===== src/rtl/mul_pkg.sv =====
// Shared definitions for the iterative shift-add multiplier.
package mul_pkg;

  typedef enum logic {
    IDLE = 1'b0,
    RUN  = 1'b1
  } state_t;

  function automatic int cnt_w(input int width);
    return $clog2(width);
  endfunction

  function automatic int prod_w(input int width);
    return 2 * width;
  endfunction

endpackage


===== src/rtl/twos_negate.sv =====
// Combinational conditional two's-complement negate.
module twos_negate #(
  parameter int W = 32
) (
  input  logic         neg,
  input  logic [W-1:0] x,
  output logic [W-1:0] y
);

  assign y = neg ? (~x + W'(1)) : x;

endmodule


===== src/rtl/shift_add_mul.sv =====
// Iterative shift-add multiplier: one multiplier bit per clock, sign handled
// by magnitude capture up front and a conditional negate on the final cycle.
module shift_add_mul
  import mul_pkg::*;
#(
  parameter int WIDTH     = 32,
  parameter bit SIGNED_EN = 1'b1
) (
  input  logic                       clk,
  input  logic                       rst_n,
  input  logic                       start,
  input  logic                       is_signed,
  input  logic [WIDTH-1:0]           a,
  input  logic [WIDTH-1:0]           b,
  output logic                       busy,
  output logic                       done,
  output logic [prod_w(WIDTH)-1:0]   result
);

  localparam int                 CNT_W = cnt_w(WIDTH);
  localparam int                 PW    = prod_w(WIDTH);
  localparam logic [CNT_W-1:0]   LAST  = CNT_W'(WIDTH - 1);

  state_t             state;
  logic [WIDTH-1:0]   mcand;
  logic [WIDTH-1:0]   mplr;
  logic [PW-1:0]      acc;
  logic [CNT_W-1:0]   cnt;
  logic               neg;

  logic               sgn;
  logic [WIDTH-1:0]   a_mag;
  logic [WIDTH-1:0]   b_mag;
  logic [WIDTH:0]     sum;
  logic [PW-1:0]      acc_nxt;
  logic [PW-1:0]      prod;

  assign sgn = SIGNED_EN ? is_signed : 1'b0;

  // |-2^(WIDTH-1)| negates to itself, which reads correctly as unsigned.
  twos_negate #(.W(WIDTH)) u_neg_a (.neg(sgn & a[WIDTH-1]), .x(a), .y(a_mag));
  twos_negate #(.W(WIDTH)) u_neg_b (.neg(sgn & b[WIDTH-1]), .x(b), .y(b_mag));

  assign sum     = {1'b0, acc[PW-1:WIDTH]} + {1'b0, (mplr[0] ? mcand : '0)};
  assign acc_nxt = PW'({sum, acc[WIDTH-1:0]} >> 1);

  twos_negate #(.W(PW)) u_neg_p (.neg(neg), .x(acc_nxt), .y(prod));

  always_ff @(posedge clk or negedge rst_n) begin
    if (!rst_n) begin
      state  <= IDLE;
      busy   <= 1'b0;
      done   <= 1'b0;
      result <= '0;
      mcand  <= '0;
      mplr   <= '0;
      acc    <= '0;
      cnt    <= '0;
      neg    <= 1'b0;
    end else begin
      done <= 1'b0;
      case (state)
        IDLE: begin
          if (start) begin
            state <= RUN;
            busy  <= 1'b1;
            mcand <= a_mag;
            mplr  <= b_mag;
            neg   <= sgn & (a[WIDTH-1] ^ b[WIDTH-1]);
            acc   <= '0;
            cnt   <= '0;
          end
        end
        RUN: begin
          acc  <= acc_nxt;
          mplr <= mplr >> 1;
          cnt  <= cnt + 1'b1;
          if (cnt == LAST) begin
            result <= prod;
            done   <= 1'b1;
            busy   <= 1'b0;
            cnt    <= '0;
            state  <= IDLE;
          end
        end
        default: state <= IDLE;
      endcase
    end
  end

endmodule

===== config.mk =====
export PLATFORM = sky130hd
export DESIGN_NAME = shift_add_mul
export DESIGN_NICKNAME = d
export VERILOG_FILES = /design/src/rtl/mul_pkg.sv /design/src/rtl/twos_negate.sv /design/src/rtl/shift_add_mul.sv
export SDC_FILE = /design/constraint.sdc
export NUM_CORES = 1
export LEC_CHECK = 0
export ABC_AREA = 1
export CAP_MARGIN = 25
export CORE_UTILIZATION = 59
export DETAILED_ROUTE_END_ITERATION = 10
export PLACE_DENSITY = 0.93
export SLEW_MARGIN = 20
export SYNTH_ARGS = -nofsm -noshare
export SYNTH_HDL_FRONTEND = slang
export SYNTH_SLANG_ARGS = --single-unit

===== constraint.sdc =====
create_clock -name clk -period 3.4 [get_ports clk]
set_input_delay 0.51 -clock clk [delete_from_list [all_inputs] [get_ports clk]]
set_output_delay 0.51 -clock clk [all_outputs]
set_load 0.1 [all_outputs]

==> impl.org, run 1 <==
** Cells and area
- After the last flow step, the layout net total stands at 2187.
- Area overhead of the layout relative to synthesis :: 16.4%
- The repair_antennas step left the layout with diodes totalling 0.
- Final Cell Area :: between 15000 and 20000 um^2
- Summing all multi-input logic gate instances after layout gives 7420 um^2.
- Register Area :: 5000 um^2
- Filler cell count :: 1864
- Share of final-layout standard cells stronger than drive strength 1 :: 7.12%
- At the end of the flow the core is filled with cells to 69.9%.
- Once layout is complete, the cells apart from fillers number 2379.

** Placed design
- Once placement finished, the instance area stood at 15200 um^2.
- Gpl congestion :: 0.965
- Placed wire-length estimate :: 27800 um
- Count of input and output buffers :: 133
- The number of placed instances, taps included, is roughly 2300.

** Pwr
- Combinational logic burns between 60% and 70% of the power.
- Cell leakage power :: 8.07 nW
- Power per standard cell area :: 1010 nW/um^2
- The share of total power dissipated in sequential elements is 26.3%.
- Net switching is 55.2% of the power.
- Total power of the final layout :: about 0.016 W
- Total net switching power :: 0.00881 W
- Maximum resistive drop on vdd :: 0.556 mV
- Internal power component :: 0.00714 W
- Of the total power, the clock network draws roughly 13%.

** Run
- Number of max-cap violations :: 0

** CTS
- Buffers added to address setup during post-CTS repair amount to 0.
- The root buffer cell chosen for the clock tree is sky130_fd_sc_hd__clkbuf_16.
- Quantity of gates resized following cts :: 0
- Number of hold buffers added after CTS :: 0
- The H-tree generated during clock tree synthesis spans 4 levels.
- TritonCTS created 17 clock buffers.
- TritonCTS clock tree :: done
- The longest clock path from root to sink contains 2 buffers.
- Clock-pin slew was measured on the worst setup and hold paths at 80 ps.
- The clock reaches the later pin of the worst-skew pair after around 450 ps.
- Number of sinks on the clock net :: 200

** Timing
- Setup violations remaining at the end of the flow were counted as 0.
- Across the routed clock network, the largest skew measured is 12.3 ps.
- Min Clock Period, post-route :: 3200 ps
- Worst slew margin relative to its limit :: 33.9%
- Worst hold slack :: 66.7 ps
- After layout, the worst path uses a little over nine tenths of the clock period.
- The count of endpoints failing hold in the final timing report was 0.
- Worst-Margin Slew :: approximately 990 ps
- Timing would allow up to 0.312 GHz.
- Final Max Tran Viols :: 0

** Synth
- Top-count cell post-synth :: sky130_fd_sc_hd__nand2_1
- Summed over its instances, the top area cell type makes up 36.8% of the synthesized netlist area.
- Mapped Avg Cell Area :: 6.89 um^2
- During synthesis, Yosys emitted a total of 0 warnings.
- Seq/Total Area, Yosys :: 36.8%
- Synthesis instantiated 50 different standard cells from the library.
- Commonest cells post-synth :: sky130_fd_sc_hd__nand2_1 (645), sky130_fd_sc_hd__inv_1 (249), sky130_fd_sc_hd__dfrtp_1 (200)
- The number of nets handed over by synthesis was 2079.
- Most area-hungry cell type in the Yosys netlist :: sky130_fd_sc_hd__dfrtp_1
- Ranked by total cell area, the synthesized netlist is headed by sky130_fd_sc_hd__dfrtp_1 (37%), sky130_fd_sc_hd__nand2_1 (18%), sky130_fd_sc_hd__inv_1 (6.9%).
- Cell Area, Synth :: ~14000 um^2
- Most common flop cell mapped by yosys :: sky130_fd_sc_hd__dfrtp_1
- Synth async-reset ratio :: 100%
- Synthesis handed over a netlist of 1973 instances.
- Synthesis-stage register bit count :: 200
- Counting flops with a built-in enable in the synthesized netlist gives 0.

** Die
- The floorplan has 55 rows.
- Height of the die :: ~150 um
- In this run the count of I/O pins placed on the die edge is 134.
- The die is ~150 um wide.
- Overall die area :: 23700 um^2
- Initial Utilization :: 60.0%
- Core box area :: 22600 um^2

** Outcome
- Status :: finished clean

** Global routing
- Across every metal layer, demand over resource in global routing totals ~33%.
- Largest net degree at the start of global routing :: 88
- Summed over all layers, the global routing overflow is 0.
- First-pass GRT wire length :: 62300 um
- Vias in the first global route :: 12800
- Antenna violations before repair :: 0

** Route
- Using the TritonRoute via totals, the vias-per-cell ratio works out to 5.66.
- In the routed design, unresolved DRC markers number 0.
- Once detail routing completed, the nets flagged for antenna violations numbered 0.
- Final wirelength :: 37500 um
- Vias :: approximately 13000
- Detailed Route Iter0 Violations :: 1138
- For this run, the detailed router's first-pass iteration total came to 6.
- Wire length per cell :: 15.8 um

** Critical path
- The worst setup path is captured at a flip-flop.
- Critical path type :: reg2reg
- Req. time, crit path :: 3740 ps
- Kind of start point of the critical path :: flip-flop
- Startpoint of the worst register-to-register path :: mcand[0]
- CP Max Fanout :: 4
- Tracing the worst setup path back leads to its startpoint at mcand[0].
- For the worst setup path, the data arrival time is between 3000 and 4000 ps.

** Min path
- The tightest min-delay check is of the in2async type.
==> layout make-up <==
class,count,area share (%)
multi-input combinational,1453,46.9
clock inverter,14,0.854
tap,285,2.25
clock buffer,18,2.77
timing repair buffer,150,9.48
sequential,200,31.6
inverter,259,6.15
==> worst paths after layout <==
check                                   to  slack, ps  cells after the start
worst max-delay path            result[56]        200                     16
worst min-delay path              mplr[15]         70                      1
worst max register to register  result[56]        200                     16
worst min register to register  result[23]        480                      2
max in group asynchronous          acc[51]       2540                      2
min in group clk                result[23]        480                      2
==> power by group through the flow <==
stage	Clock, W	Sequential, W	Combinational, W
finish	0.00202	0.00419	0.00973
global route	0.00211	0.00430	0.0105
CTS	0.00202	0.00417	0.00959
detailed placement	0	0.00419	0.00947
global placement	0	0.00415	0.00924
floorplan	0	0.00641	0.00475
==> metrics by stage <==
stage / setup slack [ps] / TNS (ps)
4_1_cts: 186 / 0
6_report: 200 / 0
2_1_floorplan: 405 / 0
3_3_place_gp: 286 / 0
3_5_place_dp: 213 / 0
5_1_grt: -0.572 / -0.572
==> cell families after synthesis <==
| logic type | count (synthesis) | share of synthesized area, % |
|---|---|---|
| DFF | 200 | 36.8 |
| adders and majority gates | 38 | 3.55 |
| and+or+nand+nor | 1051 | 33.1 |
| AOI/OAI and AO/OA | 266 | 11.2 |
| xor gates and xnor gates | 98 | 6.31 |
| buffers and inverters | 320 | 8.99 |
==> sequential cells by signal (all words and copies together), names as in the netlist <==
| name | count |
|---|---|
| mplr | 32 |
| result | 64 |
| neg | 1 |
| acc | 63 |
| done | 1 |
| state | 1 |
| cnt | 5 |
| busy | 1 |
| mcand | 32 |
==> per-layer routing <==
| layer | routed length [um] | track usage [%] | up-vias |
|---|---|---|---|
| li1 | - | - | 6491 |
| met1 | 15700 | 43.1 | 6224 |
| met2 | 17700 | 54.2 | 639 |
| met3 | 2600 | 3.47 | 123 |
| met4 | 1580 | 15.6 | 0 |
| met5 | 0 | 0 | - |
==> critical path, cell delays in order (launching register included) <==
cell and delay (ps):
sky130_fd_sc_hd__dfrtp_1 430, sky130_fd_sc_hd__nand2_1 100, sky130_fd_sc_hd__inv_1 50, sky130_fd_sc_hd__ha_1 230
sky130_fd_sc_hd__fa_1 480, sky130_fd_sc_hd__xor2_1 220, sky130_fd_sc_hd__nor2_1 230, sky130_fd_sc_hd__nand3_1 150
sky130_fd_sc_hd__nor3_2 180, sky130_fd_sc_hd__nand2_1 80, sky130_fd_sc_hd__nor2_1 230, sky130_fd_sc_hd__nand3_1 130
sky130_fd_sc_hd__nand3b_1 230, sky130_fd_sc_hd__nand2_1 100, sky130_fd_sc_hd__nand2_1 80, sky130_fd_sc_hd__nand3_1 90
sky130_fd_sc_hd__nand2_1 60
==> cells in the final DEF, fill, tap and decap left out, types with 4 or more instances in the layout <==
cell type                         count
sky130_fd_sc_hd__a21oi_1             42
sky130_fd_sc_hd__a22oi_1             10
sky130_fd_sc_hd__a31oi_1              4
sky130_fd_sc_hd__buf_4               14
sky130_fd_sc_hd__clkbuf_16           17
sky130_fd_sc_hd__clkdlybuf4s50_1    132
sky130_fd_sc_hd__dfrtp_1            200
sky130_fd_sc_hd__ha_1                35
sky130_fd_sc_hd__inv_1              249
sky130_fd_sc_hd__inv_2                7
sky130_fd_sc_hd__inv_6                4
sky130_fd_sc_hd__nand2_1            642
sky130_fd_sc_hd__nand2_2             31
sky130_fd_sc_hd__nand3_1            100
sky130_fd_sc_hd__nand3_2             11
sky130_fd_sc_hd__nand3b_1            11
sky130_fd_sc_hd__nand4_1             21
sky130_fd_sc_hd__nor2_1             152
sky130_fd_sc_hd__nor2_2              18
sky130_fd_sc_hd__nor2_4               5
sky130_fd_sc_hd__nor3_1              33
sky130_fd_sc_hd__nor3_2               6
sky130_fd_sc_hd__nor4_1               4
sky130_fd_sc_hd__o211ai_1            16
sky130_fd_sc_hd__o21ai_0            132
sky130_fd_sc_hd__o21ai_1              7
sky130_fd_sc_hd__o21ai_2              5
sky130_fd_sc_hd__o22ai_1             32
sky130_fd_sc_hd__o311ai_0             6
sky130_fd_sc_hd__or2_2                6
sky130_fd_sc_hd__xnor2_1             13
sky130_fd_sc_hd__xor2_1              83
Note: power is estimated with default switching activity, not from simulation.
==> run 2: changes to the inputs <==
- CORE_MARGIN: unset -> 1.5
- GPL_TIMING_DRIVEN: unset -> 0
==> impl.org, run 2 (synthesis gave the netlist of run 1 again) <==
** Outcome
- Status :: finished clean (unchanged)

** Cells and area
- Filler cell count :: 1847 (was 1864)
- Register Area :: 5010 um^2 (was 5000 um^2)
- Biggest regs: result x64, acc x63 (unchanged).
- Most common cell after layout, fill and taps aside :: sky130_fd_sc_hd__nand2_1 (unchanged)
- Final instance count without filler cells :: 2427 (was 2379)
- The multi-input combinational cell area is 7510 um^2 (was 7420 um^2).
- The share of layout cells above drive strength 1 is 7.66% (was 7.12%).
- Max reg flops :: 64 (unchanged)
- Area overhead of the layout relative to synthesis :: 18.6% (was 16.4%)
- Post-layout nets :: 2235 (was 2187)
- The largest register by flop count is result (unchanged).
- The antenna diode count came to 0 (unchanged).
- Top library cells by usage in the layout, fill and taps aside: sky130_fd_sc_hd__nand2_1 (638), sky130_fd_sc_hd__inv_1 (247), sky130_fd_sc_hd__dfrtp_1 (199) (was sky130_fd_sc_hd__nand2_1 (642), sky130_fd_sc_hd__inv_1 (249), sky130_fd_sc_hd__dfrtp_1 (200)).

** Placed design
- Gpl congestion :: 0.961 (was 0.965)
- Placed wire-length estimate :: 29900 um (was 27800 um)
- Count of input and output buffers :: 133 (unchanged)
- The pre-CTS setup slack came to -399 ps (was 213 ps).
- The instance count after placement with tap cells included was 2392 (was 2347).

** Critical path
- CP Max Fanout :: 10 (was 4)
- Critical path type :: reg2reg (unchanged)
- Origin of the worst setup path :: mplr[0] (was mcand[0])
- The required time at the endpoint of the critical path was 3730 ps (was 3740 ps).
- Kind of start point of the critical path :: flip-flop (unchanged)
- Startpoint of the worst register-to-register path :: mplr[0] (was mcand[0])
- Data arrival time of the critical path :: 3630 ps (was 3540 ps)
- Endpoint type of the worst setup path :: flip-flop (unchanged)

** Min path
- Min-delay worst type :: in2async (unchanged)

** CTS
- Number of buffers created by CTS :: 17 (unchanged)
- The maximum clock path buffer count is 2 (unchanged).
- The clock tree from TritonCTS is done (unchanged).
- Number of hold buffers added after CTS :: 0 (unchanged)
- The sink count of the clock tree is 200 (unchanged).
- The maximum level of the CTS H-tree was 4 (unchanged).
- The register clock-pin slew on the reported worst setup and hold paths was 90 ps (was 80 ps).
- The clock latency reported for the late side of the worst-skew pair is 450 ps (about the same).
- Root Driver :: sky130_fd_sc_hd__clkbuf_16 (unchanged)

** Timing
- Worst slew margin relative to its limit :: 33.6% (was 33.9%)
- The maximum clock frequency is 0.303 GHz (was 0.312 GHz).
- Period utilisation layout :: 97.1% (was 94.1%)
- The worst hold slack came to 71.4 ps (was 66.7 ps).
- Min setup slack post-route :: 97.8 ps (was 200 ps)
- Hold Fails Final Rpt :: 0 (unchanged)
- Clock Skew :: 18.5 ps (was 12.3 ps)
- The total of endpoints with negative setup slack in the final report came to 0 (unchanged).
- Final Max Tran Viols :: 0 (unchanged)
- The slew at the pin closest to its max-slew limit came to 993 ps (was 988 ps).
- Min Clock Period, post-route :: 3300 ps (was 3200 ps)

** Route
- Count of unresolved DRC violations after routing :: 0 (unchanged)
- First-pass iteration count of the detailed router :: 6 (unchanged)
- The number of vias after detailed routing is 13500 (about the same).
- Routed vias/inst :: 5.54 (was 5.66)
- Final wirelength :: 38500 um (was 37500 um)
- Wire length per cell :: 15.8 um (about the same)
- The number of DRC markers after the initial detailed-route iteration is 1234 (was 1138).
- Number of nets still failing antenna checks after routing :: 0 (unchanged)

** Global routing
- Global route total overflow :: 0 (unchanged)
- Total routing usage reported by global routing :: 33.0% (was 32.7%)
- First-pass GRT wire length :: 62900 um (was 62300 um)
- The initial antenna violation count came to 0 (unchanged).
- The number of global-route vias before repair came to 13100 (was 12800).
- The maximum number of pins on one net before global-route repair is 105 (was 88).

** Die
- Height of the die :: 155 um (was 154 um)
- Initial Utilization :: 60.0% (unchanged)
- Number of placed I/O pins :: 134 (unchanged)
- Overall die area :: 24000 um^2 (was 23700 um^2)
- Row Count :: 55 (unchanged)
- Die X :: 155 um (was 154 um)
- The core outline area came to 22600 um^2 (unchanged).

** Run
- Number of max-cap violations :: 0 (unchanged)

** Pwr
- Power per standard cell area :: 1010 nW/um^2 (about the same)
- The maximum VDD drop was 0.571 mV (was 0.556 mV).
- The reported leakage power came to 8.11 nW (was 8.07 nW).
[run 2: cell count changes in the layout (fill, tap and decap cells not counted), moves of 3 or more]
cell                       delta
sky130_fd_sc_hd__clkbuf_1    +49
sky130_fd_sc_hd__buf_4        -9
sky130_fd_sc_hd__ha_1         -9
sky130_fd_sc_hd__ha_2         +8
sky130_fd_sc_hd__buf_1        +5
sky130_fd_sc_hd__nand2_2      +5
sky130_fd_sc_hd__nand2_1      -4
sky130_fd_sc_hd__buf_12       -3
sky130_fd_sc_hd__buf_2        +3
sky130_fd_sc_hd__buf_6        +3
sky130_fd_sc_hd__nor2_1       -3
sky130_fd_sc_hd__nor2_2       +3
[run 2: critical path: stages, from the launching register on]
cell and delay [ps]:
sky130_fd_sc_hd__dfrtp_2 460, sky130_fd_sc_hd__buf_6 160, sky130_fd_sc_hd__nand2_1 120, sky130_fd_sc_hd__inv_1 60, sky130_fd_sc_hd__ha_2 210, sky130_fd_sc_hd__fa_2 420, sky130_fd_sc_hd__xor2_2 250, sky130_fd_sc_hd__nor2_2 140
sky130_fd_sc_hd__nand3_1 120, sky130_fd_sc_hd__nor3_2 240, sky130_fd_sc_hd__nand2_1 120, sky130_fd_sc_hd__nor2_4 150, sky130_fd_sc_hd__nand3_2 140, sky130_fd_sc_hd__nand2_2 140, sky130_fd_sc_hd__o21ai_2 70, sky130_fd_sc_hd__or2_0 210
sky130_fd_sc_hd__nand3_1 90, sky130_fd_sc_hd__nand2_1 50
[run 2: routing by layer]
metal	part of all wire [%]	GRT usage (%)	wire length, um
met3	6.3	4.15	2440
met1	42	41.5	16000
met5	0	0	0
met2	49	57.7	18800
met4	3.1	13.6	1180
[run 2: area by class of cell]
type,count,area share (%)
Multi-Input combinational cell,1453,46.6
Buffer,60,1.58
Sequential cell,200,31.0
Tap cell,285,2.21
Clock inverter,14,1.26
Inverter,259,6.04
Timing Repair Buffer,138,8.64
Clock buffer,18,2.66
[run 2: repair_timing]
action | 4_1_cts | 5_1_grt
pin swaps | 1 | 6
buffers inserted | 1 | 3
endpoints found under the setup margin | 24 | 19
resized for setup | 11 | 35
[run 2: stage by stage]
stage | setup TNS [ps] | instance area [um^2] | power, W | util, %
floorplan | 0 | 13600 | 0.0112 | -
global placement | -1218360 | 15300 | 0.0134 | 67.5
detailed placement | -5400 | 15300 | 0.0137 | 67.6
CTS | 0 | 16000 | 0.0159 | 70.7
global route | -40.2 | 16100 | 0.0173 | 71.2
finish | 0 | 16100 | 0.0163 | 71.2
[run 2: worst paths after layout]
kind                              end  slack, ps  depth (start not counted)
max                        result[48]        100                         17
min                          mplr[18]         70                          1
max reg2reg                result[48]        100                         17
min reg2reg                result[56]        490                          2
max in group asynchronous  result[24]       2340                          2
min in group clk           result[56]        490                          2
[run 2: where the power goes]
| group | internal [W] | switching [W] |
|---|---|---|
| clock | 0.00114 | 0.00104 |
| combinational | 0.00285 | 0.00710 |
| sequential | 0.00342 | 0.000715 |
==> run 3: changes to the inputs <==
- CAP_MARGIN: 25 -> 0
==> results of run 3 <==
No change in the layout: final DEF, timing and power equal those of run 2.
